[src/rtl/rr_interval_tracker_pkg.sv]
// rr_pkg: shared types and helpers for the RR interval tracker.
//   rr_state_e - detector FSM states
//   cnt_width  - width of the shared strobe counter (fits the longest window)
//   rr_sat     - clamp a non-negative interval to an RR_WIDTH-bit maximum
package rr_pkg;

    typedef enum logic [1:0] {LEARN, SEARCH, QRS, REFRACT} rr_state_e;

    function automatic int max4(int a, int b, int c, int d);
        int m;
        m = a;
        if (b > m) m = b;
        if (c > m) m = c;
        if (d > m) m = d;
        return m;
    endfunction

    // One counter serves learn length, idle timeout, refractory and QRS length,
    // so it must hold the largest of them (QRS compares against the value itself).
    function automatic int cnt_width(int a, int b, int c, int d);
        return $clog2(max4(a, b, c, d) + 1);
    endfunction

    function automatic logic [63:0] rr_sat(logic [63:0] diff, int rr_w);
        logic [63:0] lim;
        lim = (64'd1 << rr_w) - 64'd1;
        return (diff > lim) ? lim : diff;
    endfunction

endpackage

[src/rtl/rr_interval_tracker_if.sv]
// Sample-stream / result bundle of the RR interval tracker.
//   master: drives i_sample, i_sample_valid, i_ctr; observes results
//   slave : consumes the sample stream; drives peak, RR, average,
//           threshold, window flags and timeout pulse
interface rr_interval_tracker_if #(
    parameter int DATA_WIDTH = 11,
    parameter int CTR_WIDTH  = 22,
    parameter int RR_WIDTH   = 11
);
    logic [DATA_WIDTH-1:0] i_sample;
    logic                  i_sample_valid;
    logic [CTR_WIDTH-1:0]  i_ctr;

    logic                  o_qrs_win_active;
    logic                  o_refractory_active;
    logic                  o_peak_valid;
    logic [CTR_WIDTH-1:0]  o_r_peak_sample_num;
    logic [RR_WIDTH-1:0]   o_rr_period;
    logic                  o_rr_valid;
    logic [RR_WIDTH-1:0]   o_rr_avg;
    logic                  o_rr_avg_valid;
    logic [DATA_WIDTH-1:0] o_threshold;
    logic                  o_timeout;

    modport master (
        output i_sample, i_sample_valid, i_ctr,
        input  o_qrs_win_active, o_refractory_active, o_peak_valid,
               o_r_peak_sample_num, o_rr_period, o_rr_valid, o_rr_avg,
               o_rr_avg_valid, o_threshold, o_timeout
    );

    modport slave (
        input  i_sample, i_sample_valid, i_ctr,
        output o_qrs_win_active, o_refractory_active, o_peak_valid,
               o_r_peak_sample_num, o_rr_period, o_rr_valid, o_rr_avg,
               o_rr_avg_valid, o_threshold, o_timeout
    );
endinterface

[src/rtl/rr_interval_tracker_history.sv]
// rr_history_avg: N_HIST-deep circular buffer of RR periods with a running sum.
//   i_clk, i_nrst : clock, async active-low reset
//   i_clr         : synchronous clear (new record)
//   i_wr, i_rr    : write one RR period
//   o_avg         : sum >> log2(N_HIST), reads 0 until the buffer has filled once
//   o_avg_valid   : set after N_HIST writes, cleared only by reset / i_clr
module rr_history_avg #(
    parameter int RR_WIDTH = 11,
    parameter int N_HIST   = 8
) (
    input  logic                i_clk,
    input  logic                i_nrst,
    input  logic                i_clr,
    input  logic                i_wr,
    input  logic [RR_WIDTH-1:0] i_rr,
    output logic [RR_WIDTH-1:0] o_avg,
    output logic                o_avg_valid
);
    localparam int PW = $clog2(N_HIST);
    localparam int SW = RR_WIDTH + PW;

    logic [RR_WIDTH-1:0] hist_q [N_HIST];
    logic [PW-1:0]       wp_q;
    logic [PW-1:0]       fill_q;
    logic [SW-1:0]       sum_q, sum_d;
    logic [RR_WIDTH-1:0] avg_q;
    logic                vld_q;

    // Slots start at zero, so subtracting the overwritten slot is correct
    // even before the buffer has filled.
    assign sum_d = sum_q + SW'(i_rr) - SW'(hist_q[wp_q]);

    always_ff @(posedge i_clk or negedge i_nrst) begin
        if (!i_nrst) begin
            for (int i = 0; i < N_HIST; i++) hist_q[i] <= '0;
            wp_q   <= '0;
            fill_q <= '0;
            sum_q  <= '0;
            avg_q  <= '0;
            vld_q  <= 1'b0;
        end else if (i_clr) begin
            for (int i = 0; i < N_HIST; i++) hist_q[i] <= '0;
            wp_q   <= '0;
            fill_q <= '0;
            sum_q  <= '0;
            avg_q  <= '0;
            vld_q  <= 1'b0;
        end else if (i_wr) begin
            hist_q[wp_q] <= i_rr;
            wp_q         <= wp_q + 1'b1;   // power-of-two depth wraps naturally
            sum_q        <= sum_d;
            avg_q        <= RR_WIDTH'(sum_d >> PW);
            if (!vld_q) begin
                if (fill_q == PW'(N_HIST - 1)) vld_q <= 1'b1;
                fill_q <= fill_q + 1'b1;
            end
        end
    end

    assign o_avg       = vld_q ? avg_q : '0;
    assign o_avg_valid = vld_q;
endmodule

[src/rtl/rr_interval_tracker.sv]
// rr_interval_tracker: QRS detection on a feature stream with adaptive
// threshold, refractory window, search timeout and RR-interval averaging.
//   i_clk, i_nrst  : clock, async active-low reset
//   i_ce           : clock enable qualifying i_sample_valid
//   i_new_record   : synchronous clear, wins over a same-cycle strobe
//   bus (slave)    : sample stream in; peak / RR / average / threshold out
module rr_interval_tracker
    import rr_pkg::*;
#(
    parameter int DATA_WIDTH  = 11,
    parameter int CTR_WIDTH   = 22,
    parameter int RR_WIDTH    = 11,
    parameter int N_HIST      = 8,
    parameter int LEARN_LEN   = 512,
    parameter int REFRACT_LEN = 50,
    parameter int TIMEOUT_LEN = 600,
    parameter int QRS_MAX_LEN = 40,
    parameter int THR_SHIFT   = 1
) (
    input logic                  i_clk,
    input logic                  i_nrst,
    input logic                  i_ce,
    input logic                  i_new_record,
    rr_interval_tracker_if.slave bus
);
    localparam int CW = cnt_width(LEARN_LEN, TIMEOUT_LEN, REFRACT_LEN, QRS_MAX_LEN);
    localparam logic [CW-1:0] LEARN_LAST = CW'(LEARN_LEN - 1);
    localparam logic [CW-1:0] TMO_LAST   = CW'(TIMEOUT_LEN - 1);
    localparam logic [CW-1:0] REF_LAST   = CW'(REFRACT_LEN - 1);
    localparam logic [CW-1:0] QRS_LAST   = CW'(QRS_MAX_LEN);

    rr_state_e             state_q;
    logic [CW-1:0]         cnt_q;
    logic [DATA_WIDTH-1:0] max_q, thr_q, pv_q;
    logic [CTR_WIDTH-1:0]  pn_q, prev_q, rpk_q;
    logic                  has_prev_q;
    logic [RR_WIDTH-1:0]   rr_q;
    logic                  peak_vld_q, rr_vld_q, tmo_q;

    logic                  s;
    logic [DATA_WIDTH-1:0] max_d, pv_d, thr_learn, thr_decay, thr_commit, lm;
    logic [DATA_WIDTH:0]   thr_sum;
    logic [CTR_WIDTH-1:0]  pn_d, rr_diff;
    logic [63:0]           rr_full;
    logic [RR_WIDTH-1:0]   rr_d;
    logic                  commit, hist_wr;

    assign s = i_ce & bus.i_sample_valid;

    always_comb begin
        max_d = (bus.i_sample > max_q) ? bus.i_sample : max_q;
        lm    = max_d >> THR_SHIFT;
        thr_learn = (lm == '0) ? DATA_WIDTH'(1) : lm;
        thr_decay = ((thr_q >> 1) == '0) ? DATA_WIDTH'(1) : (thr_q >> 1);

        // Strictly greater: on a tie the earlier sample stays the peak.
        pv_d = (bus.i_sample > pv_q) ? bus.i_sample : pv_q;
        pn_d = (bus.i_sample > pv_q) ? bus.i_ctr    : pn_q;
        commit = (bus.i_sample < thr_q) || (cnt_q == QRS_LAST);

        // thr - thr/4 + (peak>>THR_SHIFT)/4, one guard bit, floored at 1.
        thr_sum = (DATA_WIDTH+1)'(thr_q) - (DATA_WIDTH+1)'(thr_q >> 2)
                + (DATA_WIDTH+1)'((pv_d >> THR_SHIFT) >> 2);
        if (thr_sum[DATA_WIDTH])                  thr_commit = '1;
        else if (thr_sum[DATA_WIDTH-1:0] == '0)   thr_commit = DATA_WIDTH'(1);
        else                                      thr_commit = thr_sum[DATA_WIDTH-1:0];

        // Counter wrap handled by modular subtraction in CTR_WIDTH bits.
        rr_diff = pn_d - prev_q;
        rr_full = rr_sat(64'(rr_diff), RR_WIDTH);
        rr_d    = rr_full[RR_WIDTH-1:0];

        hist_wr = s & ~i_new_record & (state_q == QRS) & commit & has_prev_q;
    end

    always_ff @(posedge i_clk or negedge i_nrst) begin
        if (!i_nrst) begin
            state_q <= LEARN;  cnt_q <= '0;  max_q <= '0;  thr_q <= '0;
            pv_q <= '0;  pn_q <= '0;  prev_q <= '0;  rpk_q <= '0;
            has_prev_q <= 1'b0;  rr_q <= '0;
            peak_vld_q <= 1'b0;  rr_vld_q <= 1'b0;  tmo_q <= 1'b0;
        end else begin
            peak_vld_q <= 1'b0;
            rr_vld_q   <= 1'b0;
            tmo_q      <= 1'b0;
            if (i_new_record) begin
                state_q <= LEARN;  cnt_q <= '0;  max_q <= '0;  thr_q <= '0;
                pv_q <= '0;  pn_q <= '0;  prev_q <= '0;  rpk_q <= '0;
                has_prev_q <= 1'b0;  rr_q <= '0;
            end else if (s) begin
                case (state_q)
                    LEARN: begin
                        max_q <= max_d;
                        if (cnt_q == LEARN_LAST) begin
                            thr_q   <= thr_learn;
                            cnt_q   <= '0;
                            state_q <= SEARCH;
                        end else begin
                            cnt_q <= cnt_q + 1'b1;
                        end
                    end
                    SEARCH: begin
                        if (bus.i_sample > thr_q) begin
                            pv_q    <= bus.i_sample;
                            pn_q    <= bus.i_ctr;
                            cnt_q   <= CW'(1);
                            state_q <= QRS;
                        end else if (cnt_q == TMO_LAST) begin
                            thr_q <= thr_decay;
                            tmo_q <= 1'b1;
                            cnt_q <= '0;
                        end else begin
                            cnt_q <= cnt_q + 1'b1;
                        end
                    end
                    QRS: begin
                        pv_q <= pv_d;
                        pn_q <= pn_d;
                        if (commit) begin
                            peak_vld_q <= 1'b1;
                            rpk_q      <= pn_d;
                            if (has_prev_q) begin
                                rr_q     <= rr_d;
                                rr_vld_q <= 1'b1;
                            end
                            thr_q      <= thr_commit;
                            prev_q     <= pn_d;
                            has_prev_q <= 1'b1;
                            cnt_q      <= '0;
                            state_q    <= REFRACT;
                        end else begin
                            cnt_q <= cnt_q + 1'b1;
                        end
                    end
                    REFRACT: begin
                        if (cnt_q == REF_LAST) begin
                            cnt_q   <= '0;
                            state_q <= SEARCH;
                        end else begin
                            cnt_q <= cnt_q + 1'b1;
                        end
                    end
                    default: state_q <= LEARN;
                endcase
            end
        end
    end

    rr_history_avg #(
        .RR_WIDTH (RR_WIDTH),
        .N_HIST   (N_HIST)
    ) u_hist (
        .i_clk       (i_clk),
        .i_nrst      (i_nrst),
        .i_clr       (i_new_record),
        .i_wr        (hist_wr),
        .i_rr        (rr_d),
        .o_avg       (bus.o_rr_avg),
        .o_avg_valid (bus.o_rr_avg_valid)
    );

    assign bus.o_qrs_win_active    = (state_q == QRS);
    assign bus.o_refractory_active = (state_q == REFRACT);
    assign bus.o_peak_valid        = peak_vld_q;
    assign bus.o_r_peak_sample_num = rpk_q;
    assign bus.o_rr_period         = rr_q;
    assign bus.o_rr_valid          = rr_vld_q;
    assign bus.o_threshold         = thr_q;
    assign bus.o_timeout           = tmo_q;
endmodule

[src/flat_wrapper.sv]
// flat-port wrapper written by rule: the top's interface ports become plain ports
module rr_interval_tracker_flat import rr_pkg::*;
#(
    parameter int DATA_WIDTH  = 11,
    parameter int CTR_WIDTH   = 22,
    parameter int RR_WIDTH    = 11,
    parameter int N_HIST      = 8,
    parameter int LEARN_LEN   = 512,
    parameter int REFRACT_LEN = 50,
    parameter int TIMEOUT_LEN = 600,
    parameter int QRS_MAX_LEN = 40,
    parameter int THR_SHIFT   = 1
)
  (i_clk, i_nrst, i_ce, i_new_record, bus_i_sample, bus_i_sample_valid, bus_i_ctr, bus_o_qrs_win_active, bus_o_refractory_active, bus_o_peak_valid, bus_o_r_peak_sample_num, bus_o_rr_period, bus_o_rr_valid, bus_o_rr_avg, bus_o_rr_avg_valid, bus_o_threshold, bus_o_timeout);
  rr_interval_tracker_if #(.DATA_WIDTH(DATA_WIDTH), .CTR_WIDTH(CTR_WIDTH), .RR_WIDTH(RR_WIDTH)) bus_i ();
  input logic i_clk;
  input logic i_nrst;
  input logic i_ce;
  input logic i_new_record;
  input wire logic [$bits(bus_i.i_sample)-1:0] bus_i_sample;
  input wire logic [$bits(bus_i.i_sample_valid)-1:0] bus_i_sample_valid;
  input wire logic [$bits(bus_i.i_ctr)-1:0] bus_i_ctr;
  output wire logic [$bits(bus_i.o_qrs_win_active)-1:0] bus_o_qrs_win_active;
  output wire logic [$bits(bus_i.o_refractory_active)-1:0] bus_o_refractory_active;
  output wire logic [$bits(bus_i.o_peak_valid)-1:0] bus_o_peak_valid;
  output wire logic [$bits(bus_i.o_r_peak_sample_num)-1:0] bus_o_r_peak_sample_num;
  output wire logic [$bits(bus_i.o_rr_period)-1:0] bus_o_rr_period;
  output wire logic [$bits(bus_i.o_rr_valid)-1:0] bus_o_rr_valid;
  output wire logic [$bits(bus_i.o_rr_avg)-1:0] bus_o_rr_avg;
  output wire logic [$bits(bus_i.o_rr_avg_valid)-1:0] bus_o_rr_avg_valid;
  output wire logic [$bits(bus_i.o_threshold)-1:0] bus_o_threshold;
  output wire logic [$bits(bus_i.o_timeout)-1:0] bus_o_timeout;
  assign bus_i.i_sample = bus_i_sample;
  assign bus_i.i_sample_valid = bus_i_sample_valid;
  assign bus_i.i_ctr = bus_i_ctr;
  assign bus_o_qrs_win_active = bus_i.o_qrs_win_active;
  assign bus_o_refractory_active = bus_i.o_refractory_active;
  assign bus_o_peak_valid = bus_i.o_peak_valid;
  assign bus_o_r_peak_sample_num = bus_i.o_r_peak_sample_num;
  assign bus_o_rr_period = bus_i.o_rr_period;
  assign bus_o_rr_valid = bus_i.o_rr_valid;
  assign bus_o_rr_avg = bus_i.o_rr_avg;
  assign bus_o_rr_avg_valid = bus_i.o_rr_avg_valid;
  assign bus_o_threshold = bus_i.o_threshold;
  assign bus_o_timeout = bus_i.o_timeout;
  rr_interval_tracker #(.DATA_WIDTH(DATA_WIDTH), .CTR_WIDTH(CTR_WIDTH), .RR_WIDTH(RR_WIDTH), .N_HIST(N_HIST), .LEARN_LEN(LEARN_LEN), .REFRACT_LEN(REFRACT_LEN), .TIMEOUT_LEN(TIMEOUT_LEN), .QRS_MAX_LEN(QRS_MAX_LEN), .THR_SHIFT(THR_SHIFT)) u_core (.i_clk(i_clk), .i_nrst(i_nrst), .i_ce(i_ce), .i_new_record(i_new_record), .bus(bus_i));
endmodule
[config.mk]
export PLATFORM = sky130hd
export DESIGN_NAME = rr_interval_tracker_flat
export DESIGN_NICKNAME = d
export VERILOG_FILES = /design/src/rtl/rr_interval_tracker_pkg.sv /design/src/rtl/rr_interval_tracker_if.sv /design/src/rtl/rr_interval_tracker_history.sv /design/src/rtl/rr_interval_tracker.sv /design/src/flat_wrapper.sv
export SDC_FILE = /design/constraint.sdc
export NUM_CORES = 1
export LEC_CHECK = 0
export BUFFER_PORTS_ARGS = -buffer_cell sky130_fd_sc_hd__buf_2
export CAP_MARGIN = 5
export CORE_MARGIN = 10
export CORE_UTILIZATION = 45
export DETAILED_ROUTE_END_ITERATION = 10
export GPL_ROUTABILITY_DRIVEN = 0
export HOLD_SLACK_MARGIN = 0.12
export SYNTH_ARGS = -nofsm -noshare
export SYNTH_HDL_FRONTEND = slang
export SYNTH_SLANG_ARGS = --single-unit
[constraint.sdc]
create_clock -name i_clk -period 24.9 [get_ports i_clk]
set_input_delay 7.47 -clock i_clk [delete_from_list [all_inputs] [get_ports i_clk]]
set_output_delay 7.47 -clock i_clk [all_outputs]
set_load 0.01 [all_outputs]
==> flow_results.xml <==
<?xml version="1.0" encoding="UTF-8"?>
<metrics>
  <group name="floorplan">
    <metric name="dieHeight" unit="um">195</metric>
    <metric name="dieArea" unit="um^2">37900</metric>
    <metric name="placement_rows" unit="">63</metric>
    <metric name="area_of_the_core" unit="um^2">29900</metric>
    <metric name="horizontal_die_dimension" unit="um">195</metric>
    <metric name="floorplan.initialDensity" unit="%">45.9</metric>
    <metric name="io_pins" unit="">99</metric>
  </group>
  <group name="global_routing">
    <metric name="first_global_vias" unit="">11200</metric>
    <metric name="antenna_found_initial" unit="">0</metric>
    <metric name="grt-ovfl-total" unit="">0</metric>
    <metric name="grt_first_pass_wirelength" unit="um">61400</metric>
    <metric name="grt_util_overall" unit="%">19.3</metric>
    <metric name="largest_net_degree_at_the_start_of_global_routing" unit="">90</metric>
  </group>
  <group name="synthesis">
    <metric name="ys_seq_elements" unit="">213</metric>
    <metric name="synth.distinct_cells" unit="">69</metric>
    <metric name="synthesis.area_per_instance" unit="um^2">9.20</metric>
    <metric name="syn_nets" unit="">1642</metric>
    <metric name="synth-edff-count" unit="">0</metric>
    <metric name="synth-seq-area-share" unit="%">38.8</metric>
    <metric name="yosys_warnings" unit="">0</metric>
    <metric name="synthFlopType" unit="">sky130_fd_sc_hd__dfrtp_1</metric>
    <metric name="number_of_instances_in_the_synthesized_netlist" unit="">1492</metric>
    <metric name="syn_area" unit="um^2">13700</metric>
    <metric name="synthArstFlopShare" unit="%">100</metric>
  </group>
  <group name="routing">
    <metric name="detailedRoute.firstPassIterationCount" unit="">5</metric>
    <metric name="finalWirelength" unit="um">37800</metric>
    <metric name="routedWlPerCell" unit="um">19.2</metric>
    <metric name="count_of_nets_left_with_antenna_violations_after_detail_routing" unit="">0</metric>
    <metric name="first_iter_violations" unit="">732</metric>
    <metric name="drc" unit="">0</metric>
    <metric name="vias_per_cell" unit="">5.81</metric>
    <metric name="vias" unit="">11400</metric>
  </group>
  <group name="layout">
    <metric name="multi_input_comb_area" unit="um^2">7810</metric>
    <metric name="layoutNonFillerInstCount" unit="">1968</metric>
    <metric name="nNetsFinal" unit="">1708</metric>
    <metric name="synthToLayoutAreaGrowth" unit="%">14.0</metric>
    <metric name="regArea" unit="um^2">5330</metric>
    <metric name="mostFrequentLayoutCells" unit="">sky130_fd_sc_hd__nor2_1 (230), sky130_fd_sc_hd__dfrtp_1 (213), sky130_fd_sc_hd__a211oi_1 (109)</metric>
    <metric name="fillCellCount" unit="">2781</metric>
    <metric name="drive_above_1_share" unit="%">14.8</metric>
    <metric name="final_common_cell" unit="">sky130_fd_sc_hd__nor2_1</metric>
    <metric name="antenna-diode-count" unit="">0</metric>
  </group>
  <group name="worst_hold_path">
    <metric name="hold_path_end" unit="">u_core.pn_q[11]</metric>
    <metric name="min_delay_path_depth" unit="">1</metric>
    <metric name="worstHoldPathType" unit="">reg2reg</metric>
    <metric name="min_from" unit="">u_core.pn_q[11]</metric>
  </group>
  <group name="worst_setup_path">
    <metric name="required" unit="ns">25.26</metric>
    <metric name="timing.reg2reg.worst_path_depth" unit="">30</metric>
    <metric name="crit_fanout" unit="">39</metric>
    <metric name="timing.critical_path.from_type" unit="">primary input</metric>
    <metric name="critical_path.max_stage_delay" unit="ns">0.77</metric>
    <metric name="worstReg2RegStart" unit="">u_core.pv_q[10]</metric>
    <metric name="timing.setup.critical_path_class" unit="">in2reg</metric>
    <metric name="timing.critical_path.to_type" unit="">flop</metric>
    <metric name="crit_arrival" unit="ns">15.60</metric>
    <metric name="critical_path_top_delay_cell" unit="">sky130_fd_sc_hd__and2_2</metric>
    <metric name="critical_path.startpoint" unit="">bus_i_sample[9]</metric>
    <metric name="r2r_end" unit="">u_core.u_hist.sum_q[12]</metric>
    <metric name="setup.reg_to_reg.worst_slack" unit="ns">16.34</metric>
  </group>
  <group name="cts">
    <metric name="post_cts_resized" unit="">0</metric>
    <metric name="h-tree-depth" unit="">1</metric>
    <metric name="worstSkewPairLatency" unit="ns">0.54</metric>
    <metric name="cts.sink_count" unit="">213</metric>
    <metric name="cts_hold_buf" unit="">0</metric>
    <metric name="numCtsBuffers" unit="">26</metric>
    <metric name="cts_buffer_depth" unit="">3</metric>
    <metric name="cts_tree" unit="">yes</metric>
    <metric name="clkSlewWorstSetupHoldPaths" unit="ns">0.06</metric>
    <metric name="clock-root-buffer" unit="">sky130_fd_sc_hd__clkbuf_16</metric>
    <metric name="postCtsSetupRepairBufs" unit="">0</metric>
  </group>
  <group name="placed_design">
    <metric name="place_inst" unit="">1920</metric>
    <metric name="placement.io_buffers" unit="">98</metric>
    <metric name="dp_hpwl" unit="um">26100</metric>
  </group>
  <group name="timing">
    <metric name="hold-worst-slack" unit="ns">0.503</metric>
    <metric name="totalNegativeSetupSlack" unit="ns">0</metric>
    <metric name="setup_viol" unit="">0</metric>
    <metric name="finalHoldViolCount" unit="">0</metric>
    <metric name="rsz_0062_raised_after_global_routing" unit="">no</metric>
    <metric name="worst_clock_skew" unit="ns">0.0132</metric>
    <metric name="final.min_clock_period" unit="ns">15.24</metric>
    <metric name="maxSlewViolCount" unit="">0</metric>
    <metric name="slew_headroom" unit="%">31.3</metric>
    <metric name="tightest_slew" unit="ns">1.03</metric>
    <metric name="max_freq" unit="MHz">65.6</metric>
    <metric name="period_utilization" unit="%">61.2</metric>
  </group>
  <group name="run">
    <metric name="maxCapViolations" unit="">0</metric>
  </group>
  <group name="power">
    <metric name="ir_worst_vdd" unit="uV">52.8</metric>
    <metric name="power.density_cell_area" unit="nW/um^2">86.4</metric>
    <metric name="power.static_leakage" unit="nW">6.88</metric>
  </group>
  <group name="status">
    <metric name="outcome" unit="">finished, final reports clean</metric>
  </group>
</metrics>
cell type report:
class                           instances  area share [%]
Multi-Input combinational cell       1099            49.9
Inverter                               94            2.25
Clock buffer                           33            4.78
Sequential cell                       213            34.1
Tap cell                              390            3.12
Clock inverter                         15            1.38
Timing Repair Buffer                  124            4.49
flip-flops by register name (all words and copies together) (netlist names), 2 cells and up:
| register | cells |
|---|---|
| u_core.u_hist.wp_q | 3 |
| u_core.bus.o_threshold | 11 |
| u_core.pn_q | 22 |
| u_core.prev_q | 22 |
| u_core.pv_q | 11 |
| u_core.state_q | 2 |
| u_core.cnt_q | 10 |
| u_core.u_hist.fill_q | 3 |
| u_core.u_hist.sum_q | 14 |
| u_core.max_q | 11 |
| u_core.u_hist.hist_q | 88 |
| u_core.bus.o_rr_period | 11 |
worst max-delay path by stage:
stage	cells after the start	slack, ns	endpoint
after floorplan	31	10.04	u_core.u_hist.sum_q[12]
after global placement	30	9.35	u_core.u_hist.sum_q[12]
after detailed placement	30	9.13	u_core.u_hist.sum_q[12]
after CTS	30	9.68	u_core.u_hist.sum_q[12]
after global routing	32	8.98	u_core.u_hist.sum_q[12]
final	30	9.66	u_core.u_hist.sum_q[12]
critical path, delay by kind of cell:
kind	cells	cell delay [ns]
AO/OA/AOI/OAI	14	3.35
AND/OR/NAND/NOR	8	2.11
adder cells (fa/ha/maj)	4	1.66
buffers and inverters	3	0.53
multiplexers	1	0.43
kinds of logic after synthesis:
| kind of cell | share of synthesized area, % |
|---|---|
| buffers and inverters | 4.96 |
| DFF | 38.8 |
| AOI/OAI and AO/OA | 21.8 |
| and+or+nand+nor | 15.8 |
| adders and majority gates | 11.3 |
| muxes | 4.86 |
| xor gates and xnor gates | 2.42 |
cells in the mapped netlist, types with 4 or more instances:
| master | instances | area [um^2] |
|---|---|---|
| sky130_fd_sc_hd__a311oi_1 | 12 | 105 |
| sky130_fd_sc_hd__and2_1 | 15 | 93.8 |
| sky130_fd_sc_hd__o21bai_1 | 4 | 30.0 |
| sky130_fd_sc_hd__nor4_1 | 11 | 68.8 |
| sky130_fd_sc_hd__a22o_1 | 35 | 307 |
| sky130_fd_sc_hd__nand2b_1 | 15 | 93.8 |
| sky130_fd_sc_hd__nor2b_1 | 18 | 113 |
| sky130_fd_sc_hd__a221oi_1 | 14 | 123 |
| sky130_fd_sc_hd__xnor2_1 | 22 | 193 |
| sky130_fd_sc_hd__buf_1 | 7 | 26.3 |
| sky130_fd_sc_hd__a21o_1 | 19 | 143 |
| sky130_fd_sc_hd__or3_1 | 6 | 37.5 |
| sky130_fd_sc_hd__a211oi_1 | 109 | 818 |
| sky130_fd_sc_hd__nand4_1 | 9 | 56.3 |
| sky130_fd_sc_hd__a22oi_1 | 16 | 120 |
| sky130_fd_sc_hd__mux2i_1 | 25 | 250 |
| sky130_fd_sc_hd__o21ai_0 | 57 | 285 |
| sky130_fd_sc_hd__a31oi_1 | 5 | 31.3 |
| sky130_fd_sc_hd__clkbuf_1 | 77 | 289 |
| sky130_fd_sc_hd__xor2_1 | 16 | 140 |
| sky130_fd_sc_hd__ha_1 | 92 | 1150 |
| sky130_fd_sc_hd__nor3b_4 | 8 | 150 |
| sky130_fd_sc_hd__o31ai_1 | 5 | 37.5 |
| sky130_fd_sc_hd__o211ai_1 | 6 | 45.0 |
| sky130_fd_sc_hd__inv_1 | 93 | 349 |
| sky130_fd_sc_hd__fa_1 | 20 | 400 |
| sky130_fd_sc_hd__nor3b_1 | 4 | 30.0 |
| sky130_fd_sc_hd__nor3_1 | 20 | 100 |
| sky130_fd_sc_hd__o22ai_1 | 4 | 25.0 |
| sky130_fd_sc_hd__mux2_2 | 31 | 349 |
| sky130_fd_sc_hd__nand3_1 | 26 | 130 |
| sky130_fd_sc_hd__o21a_1 | 11 | 82.6 |
| sky130_fd_sc_hd__nor2_1 | 230 | 863 |
| sky130_fd_sc_hd__and3_1 | 6 | 37.5 |
| sky130_fd_sc_hd__nand2_1 | 72 | 270 |
| sky130_fd_sc_hd__dfrtp_1 | 213 | 5330 |
| sky130_fd_sc_hd__a21oi_1 | 108 | 541 |
power by group:
| group | total, mW | switching, mW | internal, mW | leakage, nW |
|---|---|---|---|---|
| clock | 0.420 | 0.155 | 0.265 | 0.473 |
| combinational | 0.541 | 0.327 | 0.214 | 3.48 |
| sequential | 0.392 | 0.0236 | 0.368 | 2.93 |
per-layer routing:
| metal | vias to the layer above | GRT usage [%] | part of all wire [%] |
|---|---|---|---|
| met5 | - | 0 | 0 |
| met4 | 0 | 3.55 | 1.4 |
| met3 | 39 | 3.70 | 6.5 |
| met2 | 330 | 29.0 | 44 |
| met1 | 5563 | 28.2 | 48 |
| li1 | 5501 | - | - |
per-stage QoR:
stage          util (%)  cell area (um^2)  power, mW  setup slack [ns]
3_3_place_gp       49.1             14700      0.925              9.35
5_1_grt            52.4             15600       1.44              8.98
2_1_floorplan         -             13700      0.788             10.04
4_1_cts            52.4             15600       1.36              9.68
3_5_place_dp       49.1             14700      0.929              9.13
6_report           52.4             15600       1.35              9.66
No activity file was read; power rests on OpenSTA's default activity.
